===== src/rtl/inst_fetch_unit_pkg.sv =====
// Shared definitions for the instruction fetch unit.
//   INST_WIDTH / INST_MEMORY_ADDRESS_WIDTH / INST_BYTE_WIDTH : memory geometry
//   PC_STEP       : byte increment between sequential fetches
//   fetch_entry_t : one buffered {pc, inst} pair handed to decode
//   fetch_state_e : FETCH (normal) / HALT (after a misaligned redirect)
package inst_fetch_unit_pkg;

   localparam int INST_WIDTH                = 32;
   localparam int INST_MEMORY_ADDRESS_WIDTH = 16;
   localparam int INST_BYTE_WIDTH           = INST_WIDTH / 8;
   localparam int PC_STEP                   = 4;

   typedef struct packed {
      logic [INST_MEMORY_ADDRESS_WIDTH-1:0] pc;
      logic [INST_WIDTH-1:0]                inst;
   } fetch_entry_t;

   typedef enum logic {
      FETCH = 1'b0,
      HALT  = 1'b1
   } fetch_state_e;

endpackage


===== src/rtl/inst_fetch_unit_if.sv =====
// Bus bundle between the fetch unit, the instruction memory, execute and decode.
//   master : the fetch unit (drives inst_add, fd_*, misaligned_err)
//   slave  : the surrounding core (drives inst_data, redirect_*, fd_ready)
interface inst_fetch_unit_if
   import inst_fetch_unit_pkg::*;
#(
   parameter int ADDR_W = INST_MEMORY_ADDRESS_WIDTH,
   parameter int INST_W = INST_WIDTH
);

   logic [ADDR_W-1:0] inst_add;
   logic [INST_W-1:0] inst_data;
   logic              redirect_valid;
   logic [ADDR_W-1:0] redirect_pc;
   logic              fd_valid;
   logic              fd_ready;
   logic [INST_W-1:0] fd_inst;
   logic [ADDR_W-1:0] fd_pc;
   logic              misaligned_err;

   modport master (
      output inst_add,
      input  inst_data,
      input  redirect_valid,
      input  redirect_pc,
      output fd_valid,
      input  fd_ready,
      output fd_inst,
      output fd_pc,
      output misaligned_err
   );

   modport slave (
      input  inst_add,
      output inst_data,
      output redirect_valid,
      output redirect_pc,
      input  fd_valid,
      output fd_ready,
      input  fd_inst,
      input  fd_pc,
      input  misaligned_err
   );

endinterface


===== src/rtl/inst_fetch_unit_fetch_buffer.sv =====
// fetch_buffer: synchronous FIFO of fetch_entry_t, FB_DEPTH entries (2..8).
//   push/push_data : enqueue (ignored when full unless a pop happens too)
//   pop            : dequeue (ignored when empty)
//   flush          : empty the FIFO; wins over push and pop
//   count/full     : occupancy
//   head           : oldest entry, all zeros while empty
module fetch_buffer
   import inst_fetch_unit_pkg::*;
#(
   parameter  int FB_DEPTH = 2,
   localparam int CNT_W    = $clog2(FB_DEPTH + 1)
) (
   input  logic             clk,
   input  logic             rst_n,
   input  logic             push,
   input  fetch_entry_t     push_data,
   input  logic             pop,
   input  logic             flush,
   output logic [CNT_W-1:0] count,
   output fetch_entry_t     head,
   output logic             full
);

   localparam int PTR_W = $clog2(FB_DEPTH);

   fetch_entry_t     mem [FB_DEPTH];
   logic [PTR_W-1:0] wr_ptr_q, rd_ptr_q;
   logic [CNT_W-1:0] count_q;
   logic             do_push, do_pop;

   // Depth need not be a power of two, so wrap explicitly.
   function automatic logic [PTR_W-1:0] ptr_inc(input logic [PTR_W-1:0] p);
      return (p == PTR_W'(FB_DEPTH - 1)) ? '0 : p + PTR_W'(1);
   endfunction

   assign full    = (count_q == CNT_W'(FB_DEPTH));
   assign do_pop  = pop && (count_q != '0);
   assign do_push = push && (!full || do_pop);

   // NOTE: sequential state uses non-blocking assignments so every register samples pre-edge values.
   always_ff @(posedge clk or negedge rst_n) begin
      if (!rst_n) begin
         wr_ptr_q <= '0;
         rd_ptr_q <= '0;
         count_q  <= '0;
      end else if (flush) begin
         wr_ptr_q <= '0;
         rd_ptr_q <= '0;
         count_q  <= '0;
      end else begin
         if (do_push) wr_ptr_q <= ptr_inc(wr_ptr_q);
         if (do_pop)  rd_ptr_q <= ptr_inc(rd_ptr_q);
         case ({do_push, do_pop})
            2'b10:   count_q <= count_q + CNT_W'(1);
            2'b01:   count_q <= count_q - CNT_W'(1);
            default: count_q <= count_q;
         endcase
      end
   end

   // NOTE: storage is not reset; head is masked while empty so stale words never reach decode.
   always_ff @(posedge clk) begin
      if (do_push && !flush) mem[wr_ptr_q] <= push_data;
   end

   assign count = count_q;
   assign head  = (count_q != '0) ? mem[rd_ptr_q] : '0;

endmodule


===== src/rtl/inst_fetch_unit.sv =====
// inst_fetch_unit: instruction-memory initiator. Owns the PC, reads the
// combinational instruction memory every cycle it has buffer room, and hands
// {pc, inst} pairs to decode over valid/ready. A redirect flushes the buffer
// and reloads the PC; a misaligned redirect parks the unit in HALT until reset.
//   clk, rst_n   : clock, asynchronous active-low reset
//   bus (master) : inst_add/inst_data, redirect_valid/redirect_pc,
//                  fd_valid/fd_ready/fd_inst/fd_pc, misaligned_err
//   perf_fetch_cnt, perf_stall_cnt : saturating counters, present only when
//                  FETCH_PERF_CNT_EN is defined
module inst_fetch_unit
   import inst_fetch_unit_pkg::*;
#(
   parameter int unsigned RESET_PC = 0,
   parameter int          FB_DEPTH = 2,
   parameter int          ADDR_W   = INST_MEMORY_ADDRESS_WIDTH,
   parameter int          INST_W   = INST_WIDTH
) (
   input  logic              clk,
   input  logic              rst_n,
   inst_fetch_unit_if.master bus
`ifdef FETCH_PERF_CNT_EN
   ,
   output logic [31:0]       perf_fetch_cnt,
   output logic [31:0]       perf_stall_cnt
`endif
);

   localparam int CNT_W = $clog2(FB_DEPTH + 1);

   fetch_state_e      state_q, state_d;
   logic [ADDR_W-1:0] pc_q, pc_d;
   logic              redirect_take, misaligned;
   logic              push, pop, flush, full;
   logic [CNT_W-1:0]  count;
   fetch_entry_t      head, push_data;

   // Redirects are only honoured while fetching; HALT ignores them.
   assign redirect_take = (state_q == FETCH) && bus.redirect_valid;
   assign misaligned    = (bus.redirect_pc[1:0] != 2'b00);

   assign bus.fd_valid  = (state_q == FETCH) && (count != '0);
   // A redirect cycle discards the handshake: the head is flushed, not consumed.
   assign pop           = bus.fd_valid && bus.fd_ready && !redirect_take;

   always_ff @(posedge clk or negedge rst_n) begin
      if (!rst_n) begin
         state_q <= FETCH;
         pc_q    <= ADDR_W'(RESET_PC);
      end else begin
         state_q <= state_d;
         pc_q    <= pc_d;
      end
   end

   always_comb begin
      state_d = state_q;
      case (state_q)
         FETCH:   if (redirect_take && misaligned) state_d = HALT;
         HALT:    state_d = HALT;
         default: state_d = FETCH;
      endcase
   end

   // NOTE: every combinational output gets a default first, so no path leaves it unassigned.
   always_comb begin
      push  = 1'b0;
      flush = 1'b0;
      pc_d  = pc_q;
      case (state_q)
         FETCH: begin
            if (bus.redirect_valid) begin
               flush = 1'b1;
               pc_d  = bus.redirect_pc;
            end else if (!full || pop) begin
               push = 1'b1;
               pc_d = pc_q + ADDR_W'(PC_STEP);
            end
         end
         default: ;
      endcase
   end

   // Memory is combinational, so the word fetched at pc_q is captured this cycle.
   assign bus.inst_add       = pc_q;
   assign push_data.pc       = pc_q;
   assign push_data.inst     = bus.inst_data;
   assign bus.fd_inst        = head.inst;
   assign bus.fd_pc          = head.pc;
   assign bus.misaligned_err = (state_q == HALT);

   fetch_buffer #(.FB_DEPTH(FB_DEPTH)) u_fetch_buffer (
      .clk       (clk),
      .rst_n     (rst_n),
      .push      (push),
      .push_data (push_data),
      .pop       (pop),
      .flush     (flush),
      .count     (count),
      .head      (head),
      .full      (full)
   );

`ifdef FETCH_PERF_CNT_EN
   always_ff @(posedge clk or negedge rst_n) begin
      if (!rst_n) begin
         perf_fetch_cnt <= '0;
         perf_stall_cnt <= '0;
      end else begin
         if (push && (perf_fetch_cnt != '1))
            perf_fetch_cnt <= perf_fetch_cnt + 32'd1;
         if ((state_q == FETCH) && full && !pop && (perf_stall_cnt != '1))
            perf_stall_cnt <= perf_stall_cnt + 32'd1;
      end
   end
`endif

endmodule


===== src/flat_wrapper.sv =====
// flat-port wrapper written by rule: the top's interface ports become plain ports
module inst_fetch_unit_flat import inst_fetch_unit_pkg::*;
#(
   parameter int unsigned RESET_PC = 0,
   parameter int          FB_DEPTH = 2,
   parameter int          ADDR_W   = INST_MEMORY_ADDRESS_WIDTH,
   parameter int          INST_W   = INST_WIDTH
)
  (clk, rst_n, bus_inst_add, bus_inst_data, bus_redirect_valid, bus_redirect_pc, bus_fd_valid, bus_fd_ready, bus_fd_inst, bus_fd_pc, bus_misaligned_err);
  inst_fetch_unit_if #(.ADDR_W(ADDR_W), .INST_W(INST_W)) bus_i ();
  input  logic clk;
  input  logic rst_n;
  output wire logic [$bits(bus_i.inst_add)-1:0] bus_inst_add;
  input wire logic [$bits(bus_i.inst_data)-1:0] bus_inst_data;
  input wire logic [$bits(bus_i.redirect_valid)-1:0] bus_redirect_valid;
  input wire logic [$bits(bus_i.redirect_pc)-1:0] bus_redirect_pc;
  output wire logic [$bits(bus_i.fd_valid)-1:0] bus_fd_valid;
  input wire logic [$bits(bus_i.fd_ready)-1:0] bus_fd_ready;
  output wire logic [$bits(bus_i.fd_inst)-1:0] bus_fd_inst;
  output wire logic [$bits(bus_i.fd_pc)-1:0] bus_fd_pc;
  output wire logic [$bits(bus_i.misaligned_err)-1:0] bus_misaligned_err;
  assign bus_inst_add = bus_i.inst_add;
  assign bus_i.inst_data = bus_inst_data;
  assign bus_i.redirect_valid = bus_redirect_valid;
  assign bus_i.redirect_pc = bus_redirect_pc;
  assign bus_fd_valid = bus_i.fd_valid;
  assign bus_i.fd_ready = bus_fd_ready;
  assign bus_fd_inst = bus_i.fd_inst;
  assign bus_fd_pc = bus_i.fd_pc;
  assign bus_misaligned_err = bus_i.misaligned_err;
  inst_fetch_unit #(.RESET_PC(RESET_PC), .FB_DEPTH(FB_DEPTH), .ADDR_W(ADDR_W), .INST_W(INST_W)) u_core (.clk(clk), .rst_n(rst_n), .bus(bus_i));
endmodule

===== config.mk =====
export PLATFORM = sky130hd
export DESIGN_NAME = inst_fetch_unit_flat
export DESIGN_NICKNAME = d
export VERILOG_FILES = /design/src/rtl/inst_fetch_unit_pkg.sv /design/src/rtl/inst_fetch_unit_if.sv /design/src/rtl/inst_fetch_unit_fetch_buffer.sv /design/src/rtl/inst_fetch_unit.sv /design/src/flat_wrapper.sv
export SDC_FILE = /design/constraint.sdc
export NUM_CORES = 1
export LEC_CHECK = 0
export BUFFER_PORTS_ARGS = -buffer_cell sky130_fd_sc_hd__buf_2
export CELL_PAD_IN_SITES_DETAIL_PLACEMENT = 0
export CELL_PAD_IN_SITES_GLOBAL_PLACEMENT = 1
export CORE_ASPECT_RATIO = 1.2
export CORE_UTILIZATION = 39
export DETAILED_ROUTE_END_ITERATION = 7
export MAX_ROUTING_LAYER = met4
export PLACE_DENSITY_LB_ADDON = 0.1
export SLEW_MARGIN = 20
export SYNTH_ARGS = -nofsm -noshare
export SYNTH_HDL_FRONTEND = slang
export SYNTH_SLANG_ARGS = --single-unit
export TNS_END_PERCENT = 50

===== constraint.sdc =====
create_clock -name clk -period 5.5 [get_ports clk]
set_clock_uncertainty 0.15 [all_clocks]
set_input_delay 1.1 -clock clk [delete_from_list [all_inputs] [get_ports clk]]
set_output_delay 1.1 -clock clk [all_outputs]
set_load 0.01 [all_outputs]

==> run_summary.xml <==
<?xml version="1.0" encoding="UTF-8"?>
<metrics>
  <group name="outcome">
    <metric name="status" unit="">completed</metric>
  </group>
  <group name="setup_path">
    <metric name="critical_path_maximum_fanout" unit="">36</metric>
    <metric name="required" unit="ps">4250</metric>
    <metric name="cp_top_family" unit="">flip-flops</metric>
    <metric name="worstPathCellList" unit="">buf_4 -&gt; mux2i_1 -&gt; nor2_1 -&gt; buf_2</metric>
    <metric name="slowest_delay" unit="ps">1040</metric>
    <metric name="crit_slowest_cell" unit="">sky130_fd_sc_hd__dfrtp_2</metric>
    <metric name="cp.arrival" unit="ps">2360</metric>
    <metric name="critical_path.n_buffers_inverters" unit="">2</metric>
    <metric name="timing_worst_setup_path_type" unit="">reg2out</metric>
    <metric name="critical_path.endpoint_type" unit="">primary output</metric>
    <metric name="worst_setup_path_start_kind" unit="">flip-flop</metric>
  </group>
  <group name="logic_synthesis">
    <metric name="syn_avg_cell_area" unit="sq um">13.9</metric>
    <metric name="synth_sequential_area_ratio" unit="%">69.8</metric>
    <metric name="portion_of_synthesized_cell_area_occupied_by_the_leading_cell_type" unit="%">59.1</metric>
    <metric name="gate_count_after_technology_mapping" unit="">350</metric>
    <metric name="ys_async_sr_fraction" unit="%">17.9</metric>
    <metric name="area_of_the_mapped_netlist" unit="sq mm">0.00488</metric>
    <metric name="synth-edff-count" unit="">96</metric>
    <metric name="ys_types" unit="">38</metric>
    <metric name="synth.top_cells.by_area" unit="">sky130_fd_sc_hd__edfxtp_1 (59%), sky130_fd_sc_hd__mux2i_1 (11%), sky130_fd_sc_hd__dfrtp_1 (11%)</metric>
    <metric name="syn-num-nets" unit="">405</metric>
    <metric name="post-synth-top-area-cell" unit="">sky130_fd_sc_hd__edfxtp_1</metric>
    <metric name="yosys_warnings" unit="">0</metric>
    <metric name="yosys_register_bits" unit="">117</metric>
    <metric name="predominant_post_synthesis_flop_cell" unit="">sky130_fd_sc_hd__edfxtp_1</metric>
  </group>
  <group name="global_route">
    <metric name="grt_pass1_vias" unit="">3092</metric>
    <metric name="wire_length_of_the_first_global_routing_pass" unit="um">16400</metric>
    <metric name="grt_start_max_net_pins" unit="">52</metric>
    <metric name="remaining_global_route_overflow" unit="">0</metric>
    <metric name="grt_resource_usage_total" unit="%">17.2</metric>
    <metric name="antenna_found_initial" unit="">0</metric>
  </group>
  <group name="routing">
    <metric name="routed-via-count" unit="">3259</metric>
    <metric name="avgViaCountPerCell" unit="">5.08</metric>
    <metric name="drt_wl_total" unit="um">10400</metric>
    <metric name="post_drt_wl_per_cell" unit="um">16.3</metric>
    <metric name="detail_route.first_pass.iterations" unit="">4</metric>
    <metric name="antenna_violating_nets_post_route" unit="">0</metric>
    <metric name="drt_first_iter_violations" unit="">157</metric>
    <metric name="drt_drc_violations_left" unit="">0</metric>
  </group>
  <group name="floorplan">
    <metric name="io_pins" unit="">118</metric>
    <metric name="chipHeight" unit="um">125</metric>
    <metric name="design.die.area" unit="sq mm">0.0130</metric>
    <metric name="placementRows" unit="">44</metric>
    <metric name="coreArea" unit="sq mm">0.0122</metric>
    <metric name="initial_utilization" unit="%">40.1</metric>
    <metric name="die_width" unit="um">104</metric>
  </group>
  <group name="cells_and_area">
    <metric name="synthToLayoutAreaGrowth" unit="%">26.8</metric>
    <metric name="drive_above_1_share" unit="%">32.5</metric>
    <metric name="post_layout_nonfiller_instances" unit="">641</metric>
    <metric name="most_used_cells_in_the_layout_excluding_fill_and_tap_cells" unit="">sky130_fd_sc_hd__buf_2 (117), sky130_fd_sc_hd__edfxtp_1 (96), sky130_fd_sc_hd__nor2_1 (54)</metric>
    <metric name="non_filler_cell_area_final" unit="sq mm">0.00619</metric>
    <metric name="diodes" unit="">0</metric>
    <metric name="final_common_cell" unit="">sky130_fd_sc_hd__buf_2</metric>
    <metric name="finish.utilization" unit="%">50.9</metric>
    <metric name="finish.net_count" unit="">522</metric>
  </group>
  <group name="clock_tree">
    <metric name="cts_made_buffers" unit="">17</metric>
    <metric name="clock_tree.htree_level_count" unit="">4</metric>
    <metric name="number_of_gates_given_a_new_drive_strength_after_cts" unit="">0</metric>
    <metric name="cts_tree" unit="">built</metric>
    <metric name="cts.sinks" unit="">117</metric>
    <metric name="worst_skew_pair.late_latency" unit="ps">400</metric>
    <metric name="clk_pin_slew" unit="ps">60</metric>
    <metric name="post-cts-setup-buffers" unit="">0</metric>
    <metric name="cts_hold_buf" unit="">0</metric>
    <metric name="clock_tree.root_cell" unit="">sky130_fd_sc_hd__clkbuf_16</metric>
    <metric name="cts_buffer_depth" unit="">2</metric>
  </group>
  <group name="placed_design">
    <metric name="estimated_wirelength_of_the_detail_placed_design" unit="um">6590</metric>
    <metric name="detailedPlace.worstSlack" unit="ps">1760</metric>
    <metric name="dpl.cell_count" unit="">609</metric>
    <metric name="detailed_place.area" unit="sq mm">0.00562</metric>
    <metric name="buffer_ports.inserted" unit="">117</metric>
    <metric name="gp_congestion" unit="">0.838</metric>
  </group>
  <group name="timing">
    <metric name="max_clock_freq" unit="GHz">0.277</metric>
    <metric name="post-route-period-util" unit="%">65.7</metric>
    <metric name="finalMaxSlewViolations" unit="">0</metric>
    <metric name="minimum_period_implied_by_the_final_worst_setup_slack" unit="ps">3610</metric>
    <metric name="fin_setup_tns" unit="ps">0</metric>
    <metric name="final.setup.worst_slack" unit="ps">1890</metric>
    <metric name="final.hold.worst_slack" unit="ps">372</metric>
    <metric name="slew_headroom" unit="%">30.9</metric>
    <metric name="finalSetupViolCount" unit="">0</metric>
    <metric name="rsz0062_at_grt" unit="">no</metric>
    <metric name="worst-slew-pin-transition" unit="ps">1040</metric>
    <metric name="final_hold_viols" unit="">0</metric>
  </group>
  <group name="pwr">
    <metric name="power.density_cell_area" unit="mW/mm^2">328</metric>
    <metric name="power_leakage" unit="nW">2.79</metric>
    <metric name="peakVddDrop" unit="mV">0.195</metric>
    <metric name="totalPowerFinal" unit="mW">2.03</metric>
  </group>
  <group name="flow_run">
    <metric name="maxcap_violations" unit="">0</metric>
  </group>
  <group name="hold_path">
    <metric name="worst_hold_path_type" unit="">reg2reg</metric>
  </group>
</metrics>
logic make-up after synthesis:
logic type      after synthesis  synth area share, %
compound gates               44                 6.00
fa+ha+maj                     3                0.769
buf+inv                      27                 2.46
flops                       117                 69.8
mux                          53                 10.9
simple gates                106                 10.1
final timing paths:
| kind | from | end | slack, ps | cells after the start |
|---|---|---|---|---|
| min in group asynchronous | rst_n | u_core.u_fetch_buffer.count[1] | 530 | 1 |
| setup / recovery | u_core.u_fetch_buffer.rd_ptr_q | bus_fd_pc[3] | 1890 | 4 |
| setup reg to reg | u_core.u_fetch_buffer.count[1] | u_core.u_fetch_buffer.mem[1][33] | 2510 | 6 |
| hold reg to reg | u_core.bus.inst_add[1] | u_core.u_fetch_buffer.mem[1][33] | 370 | 0 |
| max in group asynchronous | rst_n | u_core.u_fetch_buffer.rd_ptr_q | 4280 | 1 |
| hold / removal | u_core.bus.inst_add[1] | u_core.u_fetch_buffer.mem[1][33] | 370 | 0 |
routing by layer:
metal  global-route usage [%]  part of all wire [%]  vias to the layer above
met5                        -                     0                        -
met4                     7.98                   1.9                        0
met3                     4.50                   4.0                       16
met2                     26.2                    49                      105
met1                     21.5                    45                     1582
li1                         -                     -                     1556
power breakdown:
part | internal [mW] | leakage [nW] | switching (mW)
Combinational | 0.0216 | 1.40 | 0.0263
Sequential | 0.961 | 1.11 | 0.00609
Clock | 0.623 | 0.276 | 0.392
Yosys cell counts, drive strengths merged (6+ instances only):
library cell	number
nand4	6
nor2	54
edfxtp	96
o21ai	11
a22oi	7
nand2	15
buf	10
a21oi	6
mux2i	53
clkbuf	12
dfrtp	21
nand3	8
flip-flops by register name, indices dropped and copies added, names as in the netlist:
| signal | cells |
|---|---|
| u_core.u_fetch_buffer.mem | 96 |
| u_core.bus.inst_add | 16 |
| u_core.u_fetch_buffer.count | 2 |
| u_core.bus.misaligned_err | 1 |
| u_core.u_fetch_buffer.rd_ptr_q | 1 |
| u_core.u_fetch_buffer.wr_ptr_q | 1 |
layout make-up:
cell class                      count  area (sq um)
Fill cell                        1102          5980
Clock inverter                     15           131
Timing Repair Buffer              120           621
Inverter                            5          18.8
Tap cell                          161           201
Clock buffer                       17           425
Multi-Input combinational cell    206          1380
Sequential cell                   117          3410
worst reg2reg max path, delay by kind of cell, from the launching register on:
kind                       cells  cell delay (ps)
AOI/OAI and AO/OA              1              240
adders and majority gates      1              350
buffers and inverters          2              670
DFF                            1              370
and+or+nand+nor                2              830
No activity file was read; power rests on OpenSTA's default activity.
